--- src/rtl/serial_subtractor.sv ---
// ============================================================================
// Module  : serial_subtractor
// Brief   : Bit-serial LSB-first unsigned subtractor (a - b) with borrow out.
// Revision: 1.0
// ============================================================================
`default_nettype none

module serial_subtractor #(
  parameter int WIDTH = 8
) (
  input  logic             clk,
  input  logic             rst_n,
  input  logic             start,
  input  logic [WIDTH-1:0] a,
  input  logic [WIDTH-1:0] b,
  output logic             busy,
  output logic             done,
  output logic [WIDTH-1:0] diff,
  output logic             borrow_out
);

  localparam int CW = $clog2(WIDTH + 1);
  localparam logic [CW-1:0] LAST_IDX = CW'(WIDTH - 1);

  typedef enum logic [1:0] {
    IDLE  = 2'd0,
    SHIFT = 2'd1,
    DONE  = 2'd2
  } state_t;

  state_t           state;
  logic [WIDTH-1:0] a_sr;
  logic [WIDTH-1:0] b_sr;
  logic [WIDTH-1:0] res_sr;
  logic             bor;
  logic [CW-1:0]    cnt;

  logic             d_bit;
  logic             bor_next;
  logic [WIDTH-1:0] res_next;

  // Full subtractor on the current LSBs and the running borrow.
  assign d_bit    = a_sr[0] ^ b_sr[0] ^ bor;
  assign bor_next = (~a_sr[0] & b_sr[0]) | (~(a_sr[0] ^ b_sr[0]) & bor);
  assign res_next = {d_bit, res_sr[WIDTH-1:1]};

  assign busy = (state != IDLE);
  assign done = (state == DONE);

  always_ff @(posedge clk) begin
    if (!rst_n) begin
      state      <= IDLE;
      a_sr       <= '0;
      b_sr       <= '0;
      res_sr     <= '0;
      bor        <= 1'b0;
      cnt        <= '0;
      diff       <= '0;
      borrow_out <= 1'b0;
    end else begin
      case (state)
        IDLE: begin
          if (start) begin
            a_sr   <= a;
            b_sr   <= b;
            res_sr <= '0;
            bor    <= 1'b0;
            cnt    <= '0;
            state  <= SHIFT;
          end
        end
        SHIFT: begin
          a_sr   <= a_sr >> 1;
          b_sr   <= b_sr >> 1;
          res_sr <= res_next;
          bor    <= bor_next;
          cnt    <= cnt + CW'(1);
          // The final bit is folded in directly so diff is complete on entry to DONE.
          if (cnt == LAST_IDX) begin
            diff       <= res_next;
            borrow_out <= bor_next;
            state      <= DONE;
          end
        end
        DONE: begin
          state <= IDLE;
        end
        default: begin
          state <= IDLE;
        end
      endcase
    end
  end

endmodule

`default_nettype wire
--- config.mk ---
export PLATFORM = sky130hd
export DESIGN_NAME = serial_subtractor
export DESIGN_NICKNAME = d
export VERILOG_FILES = /design/src/rtl/serial_subtractor.sv
export SDC_FILE = /design/constraint.sdc
export NUM_CORES = 1
export LEC_CHECK = 0
export ABC_AREA = 0
export CAP_MARGIN = 25
export CORE_MARGIN = 10
export CORE_UTILIZATION = 54
export CTS_CLUSTER_SIZE = 12
export DETAILED_ROUTE_END_ITERATION = 12
export GPL_ROUTABILITY_DRIVEN = 0
export HOLD_SLACK_MARGIN = 0.15
export PLACE_DENSITY = 0.78
export SKIP_CTS_REPAIR_TIMING = 1
export SLEW_MARGIN = 20
export SYNTH_ARGS = -nofsm -noshare
export SYNTH_HDL_FRONTEND = slang
export SYNTH_SLANG_ARGS = --single-unit
--- constraint.sdc ---
create_clock -name clk -period 1.9 [get_ports clk]
set_input_delay 0.38 -clock clk [delete_from_list [all_inputs] [get_ports clk]]
set_output_delay 0.38 -clock clk [all_outputs]
set_load 0.02 [all_outputs]
Word-level counts from Yosys, hierarchy flattened. Index checks and enable logic that the tools add are counted.

Logic and storage cells: 40. Input bits: 19. Register bits: 40. Output and inout port bits: 11.

Multiplexer cells: 13. Bitwise gates (word level): 7. Reductions and logical operators: 6. Add/sub/neg operators: 1. Eq/ne operators: 5.

Operators by type and width (number): 8-bit one-hot mux with 2 select lines (3); 8-bit two-way mux (3); 4-bit one-hot mux with 2 select lines (1); 2-bit AND reduction (3); 4-bit by 1-bit adder with 4-bit output (second input constant) (1); 4-bit by 3-bit equality test with 1-bit output (second input constant) (1); 2-bit two-way mux (2); 4-bit two-way mux (1); 2-bit != test (second input constant) (2); 2-bit one-hot mux with 2 select lines (1); 2-bit nonzero test (2); 1-bit AND (2); 2-bit by 1-bit equality test with 1-bit output (second input constant) (1); 2-bit equality test (second input constant) (1); 2-bit zero test (1); 1-bit NOT (2); 1-bit one-hot mux with 2 select lines (1); 1-bit bitwise XOR (2); 1-bit two-way mux (1); 1-bit OR (1).

Depth between registers and ports, before layout. Gate-level depths: netlist (run 1).

Depth after elaboration: 5. Gate-level depth with buffers: 5. Depth with buffers taken out: 4.

Least setup slack after synthesis (run 1). No wires, ideal clock.

Kind: register to output. From: register state[1]. To: output port done. Cell stages (with the launch flop): 4. Arrival: 1023 ps. Slack: 497 ps. Buffers on the path: 1. Cells stage by stage: dfxtp_1 -> inv_1 -> clkbuf_1 -> nor2_1.

Cells in the longest elaborated chain, start to end: 1.

Ends and longest elaborated chain: start, declared (RTL line 31) `state_t state;`; start signal, assigned (RTL line 52) `state <= IDLE;`; start signal, assigned (RTL line 69) `state <= SHIFT;`; start signal, assigned (RTL line 82) `state <= DONE;`; 2-bit equality test (RTL line 48) `assign done = (state == DONE);`; end, declared (RTL line 17) `output logic done,`.

No other way between the ends.

Worst setup path in the final report (run 1).
From: register diff[2]. To: output port diff[2].

RTL lines: start, declared (RTL line 18) `output logic [WIDTH-1:0] diff,`; start signal, assigned (RTL line 80) `diff <= res_next;`.

No word-level cell between the ends.

==> impl_metrics.csv, run 1 <==
group,metric,value,unit
placed_design,dp.cells,237,
logic_synthesis,synth_cell_type_count,36,
timing,setup_repair_after_global_routing_missed_its_margin,"false",
worst_setup_path,crit_fanout,2,
logic_synthesis,postSynthNetCount,199,
worst_setup_path,worstPathBufferInverterCount,1,
pwr,sw_frac_of_total,0.2177,
timing,setup_violations,0,
logic_synthesis,yosysWarnings,0,
placed_design,placed_area,1969,um2
worst_setup_path,max_stage_delay,610,ps
worst_setup_path,r2r.worst_path.cells,4,
worst_setup_path,timing.rr.start,"cnt[0]",
routing,drc,0,
logic_synthesis,yosysSeqAreaShare,0.4793,
final_layout,final_cell_mix,"39 x dfxtp_1, 29 x nor2_1, 27 x clkdlybuf4s50_1",
die,dieArea,5614,um2
final_layout,post_route_cells_drive_above_1_share,0.1168,
routing,drtPass1Iterations,4,
timing,final_slew_viol_count,0,
die,die_width,74.93,um
cts,cts_buffer_depth,2,
cts,clock_sink_count,39,
routing,drtIter0Drc,146,
logic_synthesis,synth-adder-area-share,0.01997,
cts,clkLatencyLatePin,350,ps
worst_setup_path,worst_setup_path_start_kind,"flop",
pwr,power.static_leakage,0.7869,nW
logic_synthesis,synth_seq_cells,39,
routing,wl_per_cell,15.56,um
die,coreArea,2829,um2
routing,routed_wirelength,3811,um
cts,clk_root_buffer_cell,"clkbuf_4",
logic_synthesis,synthCells,178,
final_layout,nNetsFinal,234,
worst_setup_path,cp_top_delay_family,"buffers and inverters",
logic_synthesis,synth_enable_flop_cells,0,
global_routing,grt_max_degree,31,
timing,timing.final.crit_share,0.8905,
timing,worst_pin_slew,548.8,ps
worst_setup_path,endpoint,"diff[2]",
logic_synthesis,dominantRegCellSynth,"dfxtp_1",
worst_setup_path,timing_worst_setup_path_type,"reg2out",
pwr,power.switching,0.3803,mW
pwr,largest_vdd_supply_drop,820.4,uV
final_layout,final_cell_area,2076,um2
global_routing,grt_antenna_before_repair,0,
pwr,power.combinational.fraction,0.117,
routing,drt.antenna.violating_nets,0,
final_layout,antenna_cells,0,
logic_synthesis,yosys-mux-area-fraction,0.04916,
cts,cts_max_level,2,
logic_synthesis,netlist_area,1629,um2
pwr,p_clk_frac,0.381,
pwr,p_int,1.366,mW
worst_hold_path,hold_path.class,"reg2reg",
logic_synthesis,synthSimpleGateAreaFrac,0.1705,
worst_setup_path,crit_path_end_kind,"output pin",
cts,cts_made_buffers,5,
die,initial_utilization,0.5759,
logic_synthesis,synth-xor-area-share,0,
logic_synthesis,synth_top_cell_area_share,0.4793,
final_layout,nFillCells,217,
cts,cts_tree,"done",
die,num_rows,19,
worst_setup_path,startpoint,"diff[2]",
global_routing,grt_first_pass_wirelength,6603,um
global_routing,grt_usage,0.1485,
global_routing,grt_overflow_total,0,
global_routing,grt_pass1_vias,1405,
routing,detailed_route_vias_per_instance,5.722,
worst_setup_path,regToRegEndpoint,"diff[3]",
timing,finalWorstPathRequiredPeriod,1692,ps
worst_setup_path,cp_data_required_time,1520,ps
run,max_cap_viol_count,0,
timing,timing.final.hold_violations,0,
pwr,register_share_of_total_power,0.502,
logic_synthesis,yosysTopAreaCell,"dfxtp_1",
timing,maxSlewHeadroom,0.6341,
routing,via_count,1402,
timing,hold_ws,467.2,ps
die,die_height,74.93,um
placed_design,detailed_place_hpwl,2786,um
timing,highest_clock_rate,591.0,MHz
logic_synthesis,synthTopCellsByArea,"dfxtp_1 48%, nor2_1 6.7%, mux2i_1 4.9%, nand2_1 4.8%, a22oi_1 4.6%",
logic_synthesis,main_combinational_cell_family_by_area_after_synthesis,"compound AO/OA/AOI/OAI gates",
logic_synthesis,synth_area_per_cell,9.152,um2
final_layout,area_delta_synth_final,27.42,%
final_layout,layoutNonFillerInstCount,245,
cts,clk_pin_slew_worst_paths,120,ps
worst_setup_path,timing.reg2reg.setup_slack,260,ps
worst_setup_path,cp_cell_sequence,"clkdlybuf4s50_1",
status,outcome,"finished, final reports clean",
logic_synthesis,synthArstFlopShare,0,
worst_setup_path,critical_path_depth,1,
worst_setup_path,critical_path_arrival,1310,ps
logic_synthesis,post_synthesis_compound_gate_area_fraction,0.2258,
pwr,power.density,841.5,nW/um2
timing,clock-skew-final,14.48,ps
worst_setup_path,slowest_stage_cell_crit_path,"clkdlybuf4s50_1",
final_layout,mostFrequentLayoutCell,"dfxtp_1",
placed_design,io_buffers,29,
die,top_level_ports,30,
[power by group through the flow]
stage / Clock (mW) / Combinational [mW] / Sequential (mW)
4_1_cts: 0.676 / 0.205 / 0.876
2_1_floorplan: 0 / 0.128 / 0.886
3_3_place_gp: 0 / 0.193 / 0.892
6_report: 0.666 / 0.204 / 0.876
3_5_place_dp: 0 / 0.203 / 0.894
5_1_grt: 0.719 / 0.225 / 0.880
[routing by layer]
layer,share of wire,vias to the layer above,routed length (um),track usage
met1,0.43,664,1651,0.1704
li1,-,703,-,-
met2,0.49,28,1855,0.2467
met3,0.067,7,254,0.05913
met4,0.013,0,50,0.04832
met5,0,-,0,0
[synthesized netlist by cell type (all sizes together) (2+ instances only)]
master,n
a22oi,10
nand2,21
a211oi,3
nor2,29
clkinv,2
clkbuf,5
o22ai,3
o21ai,8
o2bb2ai,6
buf,7
o221ai,5
dfxtp,39
nand3,2
inv,3
mux2i,8
a21oi,10
nand2b,2
[cells by family (layout without fill, tap and decap cells)]
group                    Yosys count  in the layout
buffers and inverters             17             53
flip-flops                        39             39
AND/OR/NAND/NOR                   61             61
multiplexers                       8              8
AO/OA/AOI/OAI                     51             51
adder cells (fa/ha/maj)            2              2
[per-stage QoR]
| stage | setup WS, ps | power (mW) | setup TNS (ps) | utilization |
|---|---|---|---|---|
| 6_report | 208.0 | 1.747 | 0 | 0.7337 |
| 5_1_grt | 98.91 | 1.825 | 0 | 0.7337 |
| 4_1_cts | -73.65 | 1.756 | -137.8 | 0.7320 |
| 3_5_place_dp | 144.1 | 1.097 | 0 | 0.6962 |
| 3_3_place_gp | 217.5 | 1.085 | 0 | 0.6962 |
| 2_1_floorplan | 496.7 | 1.014 | 0 | - |
[flip-flops by register name (all words and copies together), names as in the netlist]
name,cells
a_sr,8
b_sr,8
diff,8
res_sr,7
cnt,4
state,2
bor,1
borrow_out,1
[worst min path at each step]
stage | cells after the start | startpoint | end
final | 2 | diff[5] | diff[5]
after global placement | 2 | diff[7] | diff[7]
after global routing | 2 | diff[5] | diff[5]
after detailed placement | 2 | diff[1] | diff[1]
after CTS | 2 | diff[5] | diff[5]
after floorplan | 2 | res_sr[1] | diff[0]
[cell type report]
type	instances	area, um2	share of cell area
Clock buffer	6	41.29	0.01989
Clock inverter	2	60.06	0.02893
Inverter	5	18.77	0.009042
Multi-Input combinational cell	122	758.2	0.3653
Sequential cell	39	780.7	0.3761
Tap cell	31	38.79	0.01869
Timing Repair Buffer	40	377.9	0.1820
(Power assumes the default switching activity.)
==> run 2, diff against run 1 <==
Settings changed: CORE_ASPECT_RATIO set to 0.75, CORE_UTILIZATION 54 to 45, PLACE_DENSITY 0.78 to 0.66.
==> impl_metrics.csv, run 2 (synthesized netlist as in run 1, its figures left out) <==
group,metric,value,unit
status,outcome,"finished, final reports clean",
worst_hold_path,hold_path.class,"reg2reg",
final_layout,area_delta_synth_final,29.11,%
pwr,largest_vdd_supply_drop,557.3,uV
pwr,power.static_leakage,0.7954,nW
cts,cts_buffer_depth,2,
die,top_level_ports,30,
cts,clock_sink_count,39,
routing,drc,0,
routing,via_count,1368,
worst_setup_path,timing_worst_setup_path_type,"reg2reg",
global_routing,grt_pass1_vias,1317,
routing,drtIter0Drc,65,
worst_setup_path,cp_data_required_time,2110,ps
timing,hold_ws,456.6,ps
global_routing,grt_usage,0.1238,
die,initial_utilization,0.4822,
routing,drtPass1Iterations,4,
routing,routed_wirelength,3697,um
timing,worst_pin_slew,579.8,ps
timing,maxSlewHeadroom,0.6135,
global_routing,grt_max_degree,19,
placed_design,io_buffers,29,
global_routing,grt_use_met1,0.1628,
routing,drt.antenna.violating_nets,0,
final_layout,nFillCells,294,
cts,cts_max_level,2,
timing,setup_repair_after_global_routing_missed_its_margin,"false",
placed_design,placed_area,1981,um2
timing,highest_clock_rate,586.8,MHz
final_layout,post_route_cells_drive_above_1_share,0.1215,
cts,cts_made_buffers,5,
timing,timing.final.crit_share,0.8969,
global_routing,groute.layer.met2.usage,0.1770,
global_routing,grt_first_pass_wirelength,6354,um
die,die_height,72.11,um
worst_setup_path,crit_fanout,9,
timing,finalWorstPathRequiredPeriod,1704,ps
timing,clock-skew-final,3.675,ps
final_layout,final_cell_area,2103,um2
timing,final_slew_viol_count,0,
routing,wl_per_cell,14.56,um
die,num_rows,18,
cts,clkLatencyLatePin,290,ps
cts,clk_root_buffer_cell,"clkbuf_8",
final_layout,final_cell_mix,"39 x dfxtp_1, 29 x nor2_1, 27 x clkdlybuf4s50_1",
final_layout,nNetsFinal,234,
worst_setup_path,worst_setup_path_start_kind,"flop",
worst_setup_path,critical_path_arrival,1910,ps
final_layout,mostFrequentLayoutCell,"dfxtp_1",
run,max_cap_viol_count,0,
die,dieArea,6452,um2
global_routing,grt_use_met3,0.05246,
final_layout,postLayoutCoreUtil,0.6226,
die,coreArea,3378,um2
timing,fin_tns_setup,0,ps
cts,cts_tree,"done",
timing,setup_violations,0,
routing,detailed_route_vias_per_instance,5.386,
timing,timing.final.hold_violations,0,
placed_design,detailed_place_hpwl,2786,um
global_routing,grt_most_used_layer,"met2",
global_routing,grt_antenna_before_repair,0,
cts,clk_pin_slew_worst_paths,70,ps
die,die_width,89.48,um
worst_setup_path,crit_path_end_kind,"flop",
pwr,power.density,847.2,nW/um2
final_layout,layout_top_registers,"a_sr: 8 flops, b_sr: 8 flops, diff: 8 flops",
final_layout,antenna_cells,0,
global_routing,grt_overflow_total,0,
-- run 2: path summary, 6_finish.rpt --
check                                to  depth (start not counted)     from  slack, ps
worst min register to register  diff[3]                          2  diff[3]        460
worst max-delay path            diff[2]                          4   cnt[0]        200
worst min-delay path            diff[3]                          2  diff[3]        460
worst max register to register  diff[2]                          4   cnt[0]        200
-- run 2: through the flow --
step / setup slack (ps) / cells / total power [mW]
finish: 195.9 / 254 / 1.782
global route: 11.64 / 254 / 1.862
CTS: 53.24 / 254 / 1.803
detailed placement: 192.9 / 246 / 1.096
global placement: 204.5 / 246 / 1.093
floorplan: 496.7 / 178 / 1.014
-- run 2: cell type report --
class | count | area [um2] | area share
clock buffer | 6 | 82.58 | 0.03926
sequential | 39 | 780.7 | 0.3712
timing repair buffer | 40 | 377.9 | 0.1797
tap | 40 | 50.05 | 0.02380
clock inverter | 2 | 35.03 | 0.01666
multi-input combinational | 122 | 758.2 | 0.3605
inverter | 5 | 18.77 | 0.008923
-- run 2: where the power goes --
group | leakage [nW] | total, mW | internal [mW] | switching [mW]
clock | 0.0612 | 0.704 | 0.425 | 0.279
sequential | 0.319 | 0.874 | 0.853 | 0.0209
combinational | 0.415 | 0.204 | 0.102 | 0.102
-- run 2: metal layers --
layer / wire (um) / part of all wire
met5: 0 / 0
met3: 245 / 0.066
met2: 1580 / 0.43
met1: 1841 / 0.50
met4: 29 / 0.0078
-- run 2: worst max-delay path, cell delays in order, from the launching register on --
cell,delay [ps]
dfxtp_1,390
ha_1,210
and3b_1,230
and2_1,520
mux2i_1,270
